## src/rtl/load_store_unit_pkg.sv

```systemverilog
// Shared constants for the load/store unit: access size codes and FSM state encoding.
package load_store_unit_pkg;

  localparam logic [1:0] SZ_BYTE = 2'b00;
  localparam logic [1:0] SZ_HALF = 2'b01;
  localparam logic [1:0] SZ_WORD = 2'b10;

  typedef enum logic [1:0] {
    IDLE   = 2'd0,
    ACCESS = 2'd1,
    RESP   = 2'd2
  } lsu_state_t;

endpackage

```

## src/rtl/load_store_unit_if.sv

```systemverilog
// Data-memory port of the load/store unit.
//
// Handshake: the master raises dmem_req_out and holds it, together with
// dmem_we_out, dmem_addr_out, dmem_wdata_out and dmem_wr_mask_out, stable
// until it samples dmem_ack_in high on a rising edge; that edge completes the
// access and dmem_rdata_in is captured on the same edge for reads. dmem_ack_in
// has no meaning while dmem_req_out is low. The master may also withdraw the
// request without an ack when it gives up waiting (timeout) or on reset.
interface load_store_unit_if #(
  parameter int ADDR_W = 32
);
  logic              dmem_req_out;
  logic              dmem_we_out;
  logic [ADDR_W-1:0] dmem_addr_out;
  logic [31:0]       dmem_wdata_out;
  logic [3:0]        dmem_wr_mask_out;
  logic [31:0]       dmem_rdata_in;
  logic              dmem_ack_in;

  modport master (
    output dmem_req_out,
    output dmem_we_out,
    output dmem_addr_out,
    output dmem_wdata_out,
    output dmem_wr_mask_out,
    input  dmem_rdata_in,
    input  dmem_ack_in
  );

  modport slave (
    input  dmem_req_out,
    input  dmem_we_out,
    input  dmem_addr_out,
    input  dmem_wdata_out,
    input  dmem_wr_mask_out,
    output dmem_rdata_in,
    output dmem_ack_in
  );
endinterface

```

## src/rtl/load_store_unit_align.sv

```systemverilog
// Byte-lane logic of the load/store unit: store replication and write mask,
// command shape check, and load shift/extend. Purely combinational.
module lsu_align
  import load_store_unit_pkg::*;
(
  input  logic [1:0]  cmd_size,
  input  logic [1:0]  cmd_offset,
  input  logic [31:0] cmd_store_data,
  output logic [31:0] st_wdata,
  output logic [3:0]  st_mask,
  output logic        cmd_misaligned,
  input  logic [1:0]  ld_size,
  input  logic [1:0]  ld_offset,
  input  logic        ld_unsigned,
  input  logic [31:0] rdata,
  output logic [31:0] ld_data
);

  logic [31:0] shifted;

  // Store side: replicate the data across lanes and enable only the addressed bytes.
  always_comb begin
    st_wdata = cmd_store_data;
    st_mask  = 4'b1111;
    case (cmd_size)
      SZ_BYTE: begin
        st_wdata = {4{cmd_store_data[7:0]}};
        st_mask  = 4'b0001 << cmd_offset;
      end
      SZ_HALF: begin
        st_wdata = {2{cmd_store_data[15:0]}};
        st_mask  = 4'b0011 << cmd_offset;
      end
      default: begin
        st_wdata = cmd_store_data;
        st_mask  = 4'b1111;
      end
    endcase
  end

  // Shape check: the reserved size code counts as misaligned so the FSM has one reject path.
  always_comb begin
    cmd_misaligned = 1'b0;
    case (cmd_size)
      SZ_BYTE: cmd_misaligned = 1'b0;
      SZ_HALF: cmd_misaligned = cmd_offset[0];
      SZ_WORD: cmd_misaligned = (cmd_offset != 2'b00);
      default: cmd_misaligned = 1'b1;
    endcase
  end

  // Load side: bring the addressed bytes down to bit 0, then sign- or zero-extend.
  always_comb begin
    shifted = rdata >> {ld_offset, 3'b000};
    ld_data = shifted;
    case (ld_size)
      SZ_BYTE: ld_data = {{24{~ld_unsigned & shifted[7]}}, shifted[7:0]};
      SZ_HALF: ld_data = {{16{~ld_unsigned & shifted[15]}}, shifted[15:0]};
      default: ld_data = shifted;
    endcase
  end

endmodule

```

## src/rtl/load_store_unit.sv

```systemverilog
// RV32I load/store unit: accepts one memory command from the decoder, runs a
// req/ack access on the data-memory port with a timeout, and returns aligned,
// extended load data. Malformed commands complete with an error and no access.
module load_store_unit
  import load_store_unit_pkg::*;
#(
  parameter int TIMEOUT_CYCLES = 255,
  parameter int ADDR_W         = 32
) (
  input  logic              clk_in,
  input  logic              rst_in,
  input  logic              ld_req_in,
  input  logic              st_req_in,
  input  logic [1:0]        load_size_in,
  input  logic              load_unsigned_in,
  input  logic [ADDR_W-1:0] addr_in,
  input  logic [31:0]       store_data_in,
  output logic              lsu_busy_out,
  output logic              lsu_done_out,
  output logic [31:0]       load_data_out,
  output logic              err_out,
  output lsu_state_t        state_out,
  load_store_unit_if.master mem
);

  localparam int              CNT_W    = $clog2(TIMEOUT_CYCLES + 1);
  localparam logic [CNT_W-1:0] CNT_LAST = CNT_W'(TIMEOUT_CYCLES - 1);

  lsu_state_t        state;
  lsu_state_t        state_nxt;

  logic [CNT_W-1:0]  wait_cnt;
  logic              err_q;
  logic              we_q;
  logic [1:0]        size_q;
  logic [1:0]        offset_q;
  logic              unsigned_q;
  logic [ADDR_W-1:0] addr_q;
  logic [31:0]       wdata_q;
  logic [3:0]        mask_q;
  logic [31:0]       load_data_q;

  logic [31:0]       st_wdata;
  logic [3:0]        st_mask;
  logic              cmd_misaligned;
  logic [31:0]       ld_data;

  logic              cmd_valid;
  logic              cmd_illegal;
  logic              timeout_hit;

  assign cmd_valid   = ld_req_in | st_req_in;
  assign cmd_illegal = (ld_req_in & st_req_in) | cmd_misaligned;
  assign timeout_hit = (wait_cnt == CNT_LAST);

  lsu_align u_align (
    .cmd_size       (load_size_in),
    .cmd_offset     (addr_in[1:0]),
    .cmd_store_data (store_data_in),
    .st_wdata       (st_wdata),
    .st_mask        (st_mask),
    .cmd_misaligned (cmd_misaligned),
    .ld_size        (size_q),
    .ld_offset      (offset_q),
    .ld_unsigned    (unsigned_q),
    .rdata          (mem.dmem_rdata_in),
    .ld_data        (ld_data)
  );

  // State register.
  always_ff @(posedge clk_in) begin
    if (rst_in) begin
      state <= IDLE;
    end else begin
      state <= state_nxt;
    end
  end

  // Next state: commands are only looked at in IDLE; ack wins over a same-cycle timeout.
  always_comb begin
    state_nxt = state;
    case (state)
      IDLE: begin
        if (cmd_valid) begin
          state_nxt = cmd_illegal ? RESP : ACCESS;
        end
      end
      ACCESS: begin
        if (mem.dmem_ack_in || timeout_hit) begin
          state_nxt = RESP;
        end
      end
      RESP:    state_nxt = IDLE;
      default: state_nxt = IDLE;
    endcase
  end

  // Status and request outputs decoded from the current state.
  always_comb begin
    lsu_busy_out     = 1'b0;
    lsu_done_out     = 1'b0;
    err_out          = 1'b0;
    mem.dmem_req_out = 1'b0;
    case (state)
      ACCESS: begin
        lsu_busy_out     = 1'b1;
        mem.dmem_req_out = 1'b1;
      end
      RESP: begin
        lsu_done_out = 1'b1;
        err_out      = err_q;
      end
      default: begin
        lsu_busy_out = 1'b0;
      end
    endcase
  end

  // Command latch, wait counter and load result capture.
  always_ff @(posedge clk_in) begin
    if (rst_in) begin
      wait_cnt    <= '0;
      err_q       <= 1'b0;
      we_q        <= 1'b0;
      size_q      <= SZ_BYTE;
      offset_q    <= 2'b00;
      unsigned_q  <= 1'b0;
      addr_q      <= '0;
      wdata_q     <= '0;
      mask_q      <= '0;
      load_data_q <= '0;
    end else begin
      case (state)
        IDLE: begin
          if (cmd_valid) begin
            if (cmd_illegal) begin
              err_q <= 1'b1;
            end else begin
              err_q      <= 1'b0;
              wait_cnt   <= '0;
              we_q       <= st_req_in;
              size_q     <= load_size_in;
              offset_q   <= addr_in[1:0];
              unsigned_q <= load_unsigned_in;
              addr_q     <= {addr_in[ADDR_W-1:2], 2'b00};
              wdata_q    <= st_wdata;
              mask_q     <= st_req_in ? st_mask : 4'b0000;
            end
          end
        end
        ACCESS: begin
          if (mem.dmem_ack_in) begin
            if (!we_q) begin
              load_data_q <= ld_data;
            end
          end else if (timeout_hit) begin
            err_q <= 1'b1;
          end else begin
            wait_cnt <= wait_cnt + 1'b1;
          end
        end
        default: begin
          err_q <= err_q;
        end
      endcase
    end
  end

  assign mem.dmem_we_out      = we_q;
  assign mem.dmem_addr_out    = addr_q;
  assign mem.dmem_wdata_out   = wdata_q;
  assign mem.dmem_wr_mask_out = mask_q;
  assign load_data_out        = load_data_q;
  assign state_out            = state;

endmodule
```

## src/flat_wrapper.sv

```systemverilog
// flat-port wrapper written by rule: the top's interface ports become plain ports
module load_store_unit_flat import load_store_unit_pkg::*;
#(
  parameter int TIMEOUT_CYCLES = 255,
  parameter int ADDR_W         = 32
)
  (clk_in, rst_in, ld_req_in, st_req_in, load_size_in, load_unsigned_in, addr_in, store_data_in, lsu_busy_out, lsu_done_out, load_data_out, err_out, state_out, mem_dmem_req_out, mem_dmem_we_out, mem_dmem_addr_out, mem_dmem_wdata_out, mem_dmem_wr_mask_out, mem_dmem_rdata_in, mem_dmem_ack_in);
  load_store_unit_if #(.ADDR_W(ADDR_W)) mem_i ();
  input  logic clk_in;
  input  logic rst_in;
  input  logic ld_req_in;
  input  logic st_req_in;
  input  logic [1:0] load_size_in;
  input  logic load_unsigned_in;
  input  logic [ADDR_W-1:0] addr_in;
  input  logic [31:0] store_data_in;
  output logic lsu_busy_out;
  output logic lsu_done_out;
  output logic [31:0] load_data_out;
  output logic err_out;
  output lsu_state_t state_out;
  output wire logic [$bits(mem_i.dmem_req_out)-1:0] mem_dmem_req_out;
  output wire logic [$bits(mem_i.dmem_we_out)-1:0] mem_dmem_we_out;
  output wire logic [$bits(mem_i.dmem_addr_out)-1:0] mem_dmem_addr_out;
  output wire logic [$bits(mem_i.dmem_wdata_out)-1:0] mem_dmem_wdata_out;
  output wire logic [$bits(mem_i.dmem_wr_mask_out)-1:0] mem_dmem_wr_mask_out;
  input wire logic [$bits(mem_i.dmem_rdata_in)-1:0] mem_dmem_rdata_in;
  input wire logic [$bits(mem_i.dmem_ack_in)-1:0] mem_dmem_ack_in;
  assign mem_dmem_req_out = mem_i.dmem_req_out;
  assign mem_dmem_we_out = mem_i.dmem_we_out;
  assign mem_dmem_addr_out = mem_i.dmem_addr_out;
  assign mem_dmem_wdata_out = mem_i.dmem_wdata_out;
  assign mem_dmem_wr_mask_out = mem_i.dmem_wr_mask_out;
  assign mem_i.dmem_rdata_in = mem_dmem_rdata_in;
  assign mem_i.dmem_ack_in = mem_dmem_ack_in;
  load_store_unit #(.TIMEOUT_CYCLES(TIMEOUT_CYCLES), .ADDR_W(ADDR_W)) u_core (.clk_in(clk_in), .rst_in(rst_in), .ld_req_in(ld_req_in), .st_req_in(st_req_in), .load_size_in(load_size_in), .load_unsigned_in(load_unsigned_in), .addr_in(addr_in), .store_data_in(store_data_in), .lsu_busy_out(lsu_busy_out), .lsu_done_out(lsu_done_out), .load_data_out(load_data_out), .err_out(err_out), .state_out(state_out), .mem(mem_i));
endmodule
```

## config.mk

```make
export PLATFORM = sky130hd
export DESIGN_NAME = load_store_unit_flat
export DESIGN_NICKNAME = d
export VERILOG_FILES = /design/src/rtl/load_store_unit_pkg.sv /design/src/rtl/load_store_unit_if.sv /design/src/rtl/load_store_unit_align.sv /design/src/rtl/load_store_unit.sv /design/src/flat_wrapper.sv
export SDC_FILE = /design/constraint.sdc
export NUM_CORES = 1
export LEC_CHECK = 0
export CAP_MARGIN = 20
export CORE_MARGIN = 4
export CORE_UTILIZATION = 43
export DETAILED_ROUTE_END_ITERATION = 10
export PLACE_DENSITY_LB_ADDON = 0.12
export RECOVER_POWER = 100
export SLEW_MARGIN = 20
export SYNTH_ARGS = -nofsm -noshare
export SYNTH_HDL_FRONTEND = slang
export SYNTH_SLANG_ARGS = --single-unit
```

## constraint.sdc

```tcl
create_clock -name clk_in -period 2.2 [get_ports clk_in]
set_clock_uncertainty 0.05 [all_clocks]
set_input_delay 0.33 -clock clk_in [delete_from_list [all_inputs] [get_ports clk_in]]
set_output_delay 0.33 -clock clk_in [all_outputs]
set_load 0.01 [all_outputs]
```

==> metrics.csv, run 1 <==
stage,metric,value,unit
yosys,synthesized flop and latch total,115,
power,Pleak,3.16,nW
clock_tree,clock sinks,115,
global_route,initial antenna violation count,0,
sta,unrepaired setup endpoints after global routing,no,
worst_hold_path,Worst Min Path Start,rst_in,
floorplan,Initial Util,44.4,%
clock_tree,Worst-Skew Late Latency,0.41,ns
critical_path,Worst EP arrival,2.28,ns
yosys,"count leader, synth",nand2_1,
flow_run,max cap viols,0,
detailed_routing,DRT antenna net count,0,
placed_design,hpwl dp,11800,um
yosys,Mean Syn Cell Area,8.29,um^2
cells_and_area,Nets,930,
power,peak supply drop,0.552,mV
yosys,ys flop type,dfxtp_1,
global_route,GRT met2 Usage,39.6,%
cells_and_area,synthesis-to-layout area growth,56.2,%
critical_path,critical path class,reg2reg,
global_route,first-pass GRT wire length,25400,um
floorplan,IO Count,211,
critical_path,"reg-to-reg slack, setup",0.15,ns
detailed_routing,Iter 0 DRT Violations,251,
floorplan,die area,13700,um^2
yosys,Ys Warns,0,
global_route,GRT met1 Usage,27.3,%
critical_path,CP Launch Point,u_core.offset_q[1],
global_route,gr usage total,23.8,%
global_route,vias in the first global route,5238,
cells_and_area,layout cell share with drive strength beyond 1,8.13,%
detailed_routing,DR WL/cell,16.5,um
critical_path,critical-path maximum fanout,16,
sta,fin. max-slew vios,0,
clock_tree,Post-CTS Hold Buffers,0,
worst_hold_path,worst min path class,in2reg,
sta,Fmax,487,MHz
sta,crit share post-route,93.3,%
clock_tree,postcts setup bufs,0,
critical_path,Setup crit end kind,flop,
clock_tree,H-tree depth,4,
run_status,status,"complete, no violations",
cells_and_area,Antenna diodes,0,
yosys,largest cells by area after synthesis,"dfxtp_1, nand2_1, a21oi_1",
clock_tree,CTS tree,built,
detailed_routing,Via density,5.33,
global_route,GRT busiest layer,met2,
yosys,post-synth top area share,44.9,%
sta,final setup margin,0.147,ns
clock_tree,clk buf depth,2,
detailed_routing,DRC errors left,0,
power,Pwr Density,759,nW/um^2
global_route,met3 GRT Util,9.97,%
placed_design,IO buf count,208,
global_route,total congestion overflow,0,
floorplan,Die Wd,117,um
critical_path,startpoint types,flop,
critical_path,Worst Path Required,2.42,ns
sta,Tmin final,2.05,ns
detailed_routing,routed via count,5218,
floorplan,core area,11600,um^2
detailed_routing,TritonRoute pass-1 iters,5,
floorplan,Die Y,117,um
yosys,Post-synth top cells,"nand2_1, dfxtp_1, a21oi_1",
sta,Rel. slew slack,55.2,%
placed_design,GP Congestion,0.823,
power,overall power,6.08,mW
yosys,Post-synth EDFFs,0,
global_route,largest net degree at the start of global routing,67,
clock_tree,clock slew at reported path FFs,0.05,ns
yosys,sequential area share after synthesis,44.9,%
yosys,async set or reset register ratio after synthesis,0,%
yosys,largest area contributor in the netlist,dfxtp_1,
placed_design,Setup WS pre-CTS,-0.00841,ns
critical_path,Critical R2R Launch,u_core.offset_q[1],
sta,"Hold Vio Cnt, Final",0,
yosys,Post-Synthesis Cell Area,5130,um^2
detailed_routing,Total Wirelength,16200,um
clock_tree,total clock buffers created by CTS,17,
yosys,number of distinct library cells after synthesis,53,
clock_tree,CTS root buffer,clkbuf_16,
sta,Finish-stage setup viols,0,
yosys,Syn Inst Count,619,
floorplan,FP Rows,39,
sta,measured slew at the worst slew-check pin,0.671,ns
-- layout make-up --
cell class / instances / area (um^2)
Fill cell: 950 / 3550
Multi-Input combinational cell: 442 / 2560
Timing Repair Buffer: 235 / 2320
Sequential cell: 115 / 2310
Clock buffer: 28 / 537
Tap cell: 143 / 179
Clock inverter: 3 / 65.1
Inverter: 13 / 48.8
-- worst max-delay path, stage by stage, from the launching register on --
cell and delay [ns]:
dfxtp_1 0.38, mux4_2 0.55, or2_0 0.27, a31oi_4 0.19
clkbuf_2 0.34, a211oi_1 0.14
-- layout by cell type (no fill, tap or decap), types with 8 or more instances in the layout --
| cell | netlist | routed |
|---|---|---|
| clkbuf_16 | 0 | 17 |
| nor3_1 | 12 | 11 |
| a21oi_1 | 66 | 66 |
| clkdlybuf4s50_1 | 0 | 106 |
| inv_1 | 13 | 13 |
| nand2_1 | 142 | 142 |
| o211ai_1 | 12 | 12 |
| o21ai_0 | 13 | 13 |
| nor2_1 | 52 | 52 |
| a311oi_1 | 9 | 9 |
| dlygate4sd3_1 | 0 | 101 |
| dfxtp_1 | 115 | 113 |
| buf_4 | 4 | 18 |
| a211oi_1 | 24 | 24 |
| o221ai_1 | 8 | 8 |
| mux2i_1 | 32 | 32 |
-- where the power goes --
part / internal, mW / total, mW / switching, mW
clock network: 1.87 / 2.76 / 0.894
registers: 2.21 / 2.29 / 0.0736
logic: 0.528 / 1.04 / 0.508
total: 4.61 / 6.08 / 1.48
-- sequential cells by signal, summed over array words and instances (netlist names), 2 cells and up --
register and flops:
u_core.wait_cnt 8, u_core.state_out 2, u_core.mem.dmem_wdata_out 32, u_core.mem.dmem_addr_out 30, u_core.size_q 2, u_core.offset_q 2, u_core.load_data_out 32, u_core.mem.dmem_wr_mask_out 4
-- per-layer routing --
layer / wire length (um) / vias to the layer above
met1: 6440 / 2415
met5: 0 / -
met4: 281 / 0
met2: 7930 / 198
met3: 1540 / 21
li1: - / 2584
-- kinds of logic after synthesis --
| family | count (synthesis) | share of synthesized area [%] |
|---|---|---|
| buffers and inverters | 63 | 5.46 |
| multiplexers | 41 | 8.44 |
| other | 1 | 0.0731 |
| XOR/XNOR | 5 | 0.854 |
| AO/OA/AOI/OAI | 154 | 19.7 |
| adder cells (fa/ha/maj) | 2 | 0.488 |
| flip-flops | 115 | 44.9 |
| AND/OR/NAND/NOR | 238 | 20.1 |
-- stage by stage --
stage	setup TNS (ns)	instances	utilization, %	area (um^2)	hold WS (ns)
floorplan	0	620	-	5130	0.378
CTS	0	979	69.6	8050	0.306
global placement	0	948	64.4	7440	0.391
global route	0	979	69.3	8020	0.344
finish	0	979	69.3	8020	0.339
detailed placement	-0.00952	948	64.4	7440	0.395
-- repair_timing --
item,4_1_cts,5_1_grt
endpoints found under the hold margin,0,0
cloned,0,0
setup endpoints to repair,3,3
resized for setup,2,3
-- path summary, 6_finish.rpt --
check	end	cells past startpoint
worst max-delay path	u_core.load_data_out[22]	5
worst min-delay path	u_core.mem.dmem_addr_out[30]	2
worst max register to register	u_core.load_data_out[22]	5
worst min register to register	u_core.mem.dmem_wr_mask_out[2]	2
Power figures use the tool's default switching activity.
==> run 2, diff against run 1 <==
Settings changed: SETUP_SLACK_MARGIN set to 0.4.
==> run 2 against run 1 <==
Power is 2.1% lower. First-iteration DRC count up 56%. Clock power fell by 5%. Combinational power about the same. Setup slack better by 0.16 ns. Die area unchanged. Final cell count is 1.1% higher.
==> metrics.csv, run 2 (synthesis results as in run 1) <==
stage,metric,value,unit,change
clock_tree,Post-CTS Hold Buffers,0,,unchanged
sta,Finish-stage setup viols,0,,unchanged
sta,measured slew at the worst slew-check pin,0.520,ns,-0.152 ns
sta,crit share post-route,86.2,%,-7.1 points
detailed_routing,DR WL/cell,16.9,um,+2.5%
global_route,met3 GRT Util,9.15,%,-0.82 points
global_route,total congestion overflow,0,,unchanged
sta,unrepaired setup endpoints after global routing,yes,,
detailed_routing,DRC errors left,0,,unchanged
cells_and_area,fillers,947,,-0.32%
power,overall power,5.96,mW,-2.1%
critical_path,Worst Path Required,2.42,ns,about the same
cells_and_area,"commonest cells after routing, fill and taps aside","nand2_1, dfxtp_1, dlygate4sd3_1, clkdlybuf4s50_1, a21oi_1",,
global_route,first-pass GRT wire length,26000,um,+2.3%
clock_tree,CTS root buffer,clkbuf_16,,
sta,Rel. slew slack,65.3,%,+10 points
sta,TNS Setup,0,ns,unchanged
global_route,GRT met2 Usage,40.8,%,+1.2 points
detailed_routing,DRT antenna net count,0,,unchanged
detailed_routing,TritonRoute pass-1 iters,5,,unchanged
sta,Fmax,527,MHz,+8.3%
sta,Tmin final,1.90,ns,-0.157 ns
cells_and_area,"Core Util, Final",69.8,%,+0.53 points
cells_and_area,synthesis-to-layout area growth,57.4,%,
global_route,initial antenna violation count,2,,+2
placed_design,Setup WS pre-CTS,-0.0217,ns,-0.0133 ns
cells_and_area,Nets,940,,+1.1%
critical_path,Worst EP arrival,2.12,ns,-0.16 ns
floorplan,Initial Util,44.4,%,unchanged
clock_tree,clock sinks,115,,unchanged
detailed_routing,Via density,5.39,,+1.1%
worst_hold_path,worst min path class,in2reg,,
detailed_routing,routed via count,5337,,+2.3%
cells_and_area,Antenna diodes,0,,unchanged
critical_path,startpoint types,input port,,
critical_path,Setup crit end kind,flop,,
power,Pwr Density,738,nW/um^2,-2.8%
power,peak supply drop,0.554,mV,+0.48%
global_route,gr usage total,23.9,%,+0.16 points
placed_design,GP Congestion,0.850,,+3.3%
clock_tree,clock slew at reported path FFs,0.06,ns,about the same
global_route,vias in the first global route,5235,,-0.057%
placed_design,IO buf count,208,,unchanged
sta,Hold WS,0.278,ns,-0.0618 ns
sta,"Hold Vio Cnt, Final",0,,unchanged
power,Pleak,3.23,nW,+2.2%
sta,fin. max-slew vios,0,,unchanged
placed_design,hpwl dp,12000,um,+1.8%
critical_path,critical-path maximum fanout,16,,unchanged
floorplan,FP Rows,39,,unchanged
flow_run,max cap viols,0,,unchanged
clock_tree,clk buf depth,2,,unchanged
sta,final setup margin,0.304,ns,+0.157 ns
clock_tree,H-tree depth,4,,unchanged
floorplan,Die Wd,117,um,unchanged
clock_tree,total clock buffers created by CTS,17,,unchanged
run_status,status,"complete, no violations",,
floorplan,core area,11600,um^2,unchanged
global_route,largest net degree at the start of global routing,53,,-21%
global_route,GRT met1 Usage,27.7,%,+0.39 points
floorplan,IO Count,211,,unchanged
cells_and_area,"most common cell after layout, fill and taps aside",nand2_1,,
floorplan,Die Y,117,um,unchanged
clock_tree,CTS tree,built,,
detailed_routing,Iter 0 DRT Violations,391,,+56%
detailed_routing,Total Wirelength,16800,um,+3.7%
cells_and_area,layout cell share with drive strength beyond 1,10.6,%,+2.5 points
clock_tree,Worst-Skew Late Latency,0.40,ns,about the same
critical_path,critical path class,in2reg,,
global_route,GRT busiest layer,met2,,
floorplan,die area,13700,um^2,unchanged
==> run 2: cell types whose count changed in the layout (fill, tap and decap cells not counted), moves of 2 or more <==
cell             change
buf_4                +8
clkdlybuf4s50_1      -8
clkbuf_8             -7
clkinv_2             +7
dlygate4sd2_1        +5
mux2_1               -4
mux2_2               +4
clkinvlp_4           +3
dlymetal6s2s_1       +3
clkbuf_2             -2
dfxtp_1              -2
dfxtp_2              +2
==> run 2: repair_timing <==
action | in CTS | in global routing
buffers inserted | 5 | 3
gates resized for setup | 17 | 14
pin swaps | 2 | 3
endpoints found under the setup margin | 31 | 96
==> run 2: layer usage <==
layer / share of wire, % / up-vias / wire (um)
li1: - / 2591 / -
met5: 0.083 / - / 14
met1: 39 / 2480 / 6530
met2: 49 / 229 / 8220
met4: 2.2 / 4 / 365
met3: 9.9 / 33 / 1650
==> run 2: worst max-delay path, cell delays in order <==
cell and delay, ns:
clkdlybuf4s50_1 0.47, mux4_2 0.52, or2_0 0.23, a31oi_1 0.30, buf_12 0.19, a211oi_1 0.07
==> run 2: path summary, 6_finish.rpt <==
kind,startpoint,end,cells past startpoint,slack (ns)
setup reg to reg,u_core.offset_q[1],u_core.load_data_out[20],5,0.33
hold reg to reg,u_core.mem.dmem_wdata_out[5],u_core.mem.dmem_wdata_out[5],2,0.40
setup / recovery,mem_dmem_rdata_in[23],u_core.load_data_out[20],6,0.30
hold / removal,rst_in,u_core.size_q[1],2,0.28
==> run 2: layout make-up <==
| class | instances | area [um^2] | area share [%] |
|---|---|---|---|
| Sequential cell | 115 | 2310 | 28.6 |
| Clock buffer | 17 | 425 | 5.27 |
| Tap cell | 143 | 179 | 2.22 |
| Inverter | 13 | 48.8 | 0.604 |
| Multi-Input combinational cell | 442 | 2570 | 31.9 |
| Timing Repair Buffer | 245 | 2400 | 29.7 |
| Clock inverter | 15 | 140 | 1.74 |
==> run 2: report_power, final <==
part / switching [mW] / leakage [nW] / internal [mW]
Combinational: 0.524 / 2.02 / 0.540
Clock: 0.966 / 0.278 / 1.65
Sequential: 0.0697 / 0.937 / 2.21
==> run 2: metrics by stage <==
step	cells	instance area (um^2)
2_1_floorplan	620	5140
3_3_place_gp	950	7440
3_5_place_dp	950	7440
4_1_cts	987	8070
5_1_grt	990	8080
6_report	990	8080
==> run 3, diff against run 2 <==
Settings changed: PLACE_DENSITY set to 0.8, PLACE_DENSITY_LB_ADDON 0.12 to unset.
==> run 3 against run 2 <==
First-iteration DRC count increased by 15%. Utilization is 0.29 points higher. Power rose by 1.6%. Combinational power barely moved. Final cell count is the same. Critical path depth decreased by 1. Clock power up 3%. Worst hold slack gained 0.054 ns. Non-clock buffer count is 3 higher. Critical path type is now reg2reg.
==> metrics.csv, run 3 (synthesis results as in run 1) <==
stage,metric,value,unit,change
run_status,status,"complete, no violations",,
critical_path,critical-path maximum fanout,16,,unchanged
critical_path,startpoint types,flop,,
critical_path,crit path cell chain,mux4_2 -> or2_0 -> a31oi_1 -> buf_12 -> a211oi_1,,
power,peak supply drop,0.442,mV,-20%
critical_path,reg2reg path depth,5,,unchanged
sta,final setup margin,0.256,ns,-0.0485 ns
floorplan,IO Count,211,,unchanged
sta,TNS Setup,0,ns,unchanged
sta,Tmin final,1.94,ns,+0.0485 ns
sta,fin. max-slew vios,0,,unchanged
floorplan,core area,11600,um^2,unchanged
clock_tree,H-tree depth,4,,unchanged
sta,measured slew at the worst slew-check pin,0.640,ns,+0.120 ns
clock_tree,CTS tree,built,,
clock_tree,Worst-Skew Late Latency,0.41,ns,about the same
global_route,initial antenna violation count,0,,-2
sta,Fmax,514,MHz,-2.5%
detailed_routing,Via density,5.46,,+1.3%
detailed_routing,Iter 0 DRT Violations,451,,+15%
critical_path,Worst path max stage delay,0.56,ns,+0.04 ns
critical_path,Worst Path Required,2.42,ns,about the same
worst_hold_path,worst min path class,in2reg,,
cells_and_area,"Core Util, Final",70.1,%,+0.29 points
worst_hold_path,hold endpoint,u_core.size_q[1],,
placed_design,Setup WS pre-CTS,0.00631,ns,+0.0280 ns
global_route,met3 GRT Util,8.59,%,-0.57 points
cells_and_area,fillers,904,,-4.5%
global_route,first-pass GRT wire length,26500,um,+1.8%
sta,Rel. slew slack,57.3,%,-8.0 points
power,Pwr Density,746,nW/um^2,+1.2%
critical_path,critical path class,reg2reg,,
power,overall power,6.05,mW,+1.6%
cells_and_area,multi-input logic area,2580,um^2,+0.39%
power,Pleak,3.23,nW,about the same
cells_and_area,Nets,943,,+0.32%
sta,"Hold Vio Cnt, Final",0,,unchanged
floorplan,Initial Util,44.4,%,unchanged
placed_design,hpwl dp,12400,um,+3.6%
detailed_routing,DRC errors left,0,,unchanged
cells_and_area,"most common cell after layout, fill and taps aside",nand2_1,,
placed_design,IO buf count,208,,unchanged
detailed_routing,Total Wirelength,17000,um,+1.6%
global_route,gr usage total,24.6,%,+0.62 points
critical_path,Setup crit end kind,flop,,
detailed_routing,routed via count,5409,,+1.3%
global_route,largest net degree at the start of global routing,45,,-15%
cells_and_area,synthesis-to-layout area growth,58.1,%,
flow_run,max cap viols,0,,unchanged
sta,crit share post-route,88.4,%,+2.2 points
global_route,vias in the first global route,5316,,+1.5%
cells_and_area,"commonest cells after routing, fill and taps aside","nand2_1, dfxtp_1, clkdlybuf4s50_1, dlygate4sd3_1, a21oi_1",,
detailed_routing,TritonRoute pass-1 iters,5,,unchanged
clock_tree,total clock buffers created by CTS,17,,unchanged
critical_path,Critical R2R Launch,u_core.offset_q[1],,
global_route,GRT met1 Usage,29.0,%,+1.3 points
floorplan,Die Y,117,um,unchanged
global_route,GRT met2 Usage,41.5,%,+0.68 points
detailed_routing,DRT antenna net count,0,,unchanged
sta,Finish-stage setup viols,0,,unchanged
floorplan,die area,13700,um^2,unchanged
cells_and_area,Antenna diodes,0,,unchanged
placed_design,GP Congestion,0.901,,+6.0%
worst_hold_path,Worst Hold Depth,2,,unchanged
clock_tree,clk buf depth,2,,unchanged
sta,unrepaired setup endpoints after global routing,yes,,
cells_and_area,layout cell share with drive strength beyond 1,10.7,%,+0.12 points
cells_and_area,FF/Latch Area,2310,um^2,+0.11%
critical_path,"reg-to-reg slack, setup",0.26,ns,-0.07 ns
global_route,total congestion overflow,0,,unchanged
critical_path,Reg2Reg Capture Point,u_core.load_data_out[16],,
floorplan,Die Wd,117,um,unchanged
detailed_routing,DR WL/cell,17.2,um,+1.6%
clock_tree,clock slew at reported path FFs,0.05,ns,about the same
critical_path,slowest CP cell,mux4_2,,
clock_tree,clock sinks,115,,unchanged
global_route,GRT busiest layer,met2,,
clock_tree,CTS root buffer,clkbuf_16,,
floorplan,FP Rows,39,,unchanged
critical_path,Worst EP arrival,2.16,ns,+0.04 ns
worst_hold_path,Worst Min Path Start,rst_in,,
-- run 3: worst max path at each step --
stage / start / endpoint / slack [ns]
floorplan: u_core.offset_q[1] / u_core.load_data_out[20] / 0.42
finish: u_core.offset_q[1] / u_core.load_data_out[16] / 0.26
global placement: mem_dmem_rdata_in[31] / u_core.load_data_out[27] / 0.06
detailed placement: load_size_in[0] / u_core.mem.dmem_wdata_out[28] / 0.006
CTS: u_core.state_out[0] / mem_dmem_req_out / 0.23
global route: u_core.wait_cnt[0] / u_core.wait_cnt[0] / 0.21
-- run 3: report_power, final --
| part | switching, mW | leakage, nW | total, mW | internal, mW |
|---|---|---|---|---|
| Clock | 0.910 | 0.288 | 2.70 | 1.79 |
| Combinational | 0.522 | 2.00 | 1.07 | 0.545 |
| Sequential | 0.0747 | 0.938 | 2.29 | 2.21 |
-- run 3: stage by stage --
step	cells	instance area [um^2]	hold slack [ns]
4_1_cts	982	8070	0.313
6_report	990	8110	0.332
2_1_floorplan	620	5140	0.378
3_5_place_dp	953	7470	0.398
5_1_grt	990	8110	0.335
3_3_place_gp	953	7470	0.392
-- run 3: timing repair --
| action | in CTS | in global routing |
|---|---|---|
| hold buffers | 0 | 0 |
| setup endpoints to repair | 66 | 99 |
| pin swaps | 1 | 6 |
| gates resized for setup | 15 | 14 |
| buffers inserted | 0 | 8 |
| hold endpoints to repair | 0 | 0 |
-- run 3: area by class of cell --
cell class | instances | share of cell area [%]
clock buffers | 24 | 6.19
repair buffers | 248 | 29.7
inverters | 13 | 0.602
clock inverters | 5 | 0.926
well taps | 143 | 2.21
multi-input cells | 442 | 31.9
flip-flops and latches | 115 | 28.5
-- run 3: routing by layer --
metal | up-vias | part of all wire (%) | wire length [um]
met3 | 32 | 9.3 | 1580
met4 | 0 | 1.8 | 305
li1 | 2595 | - | -
met2 | 247 | 49 | 8340
met5 | - | 0 | 0
met1 | 2535 | 40 | 6820
-- run 3: critical path: cells and delay by family, from the launching register on --
kind | cells | cell delay [ns]
AND/OR/NAND/NOR | 1 | 0.24
AO/OA/AOI/OAI | 2 | 0.39
buffers and inverters | 1 | 0.19
multiplexers | 1 | 0.56
flip-flops | 1 | 0.38
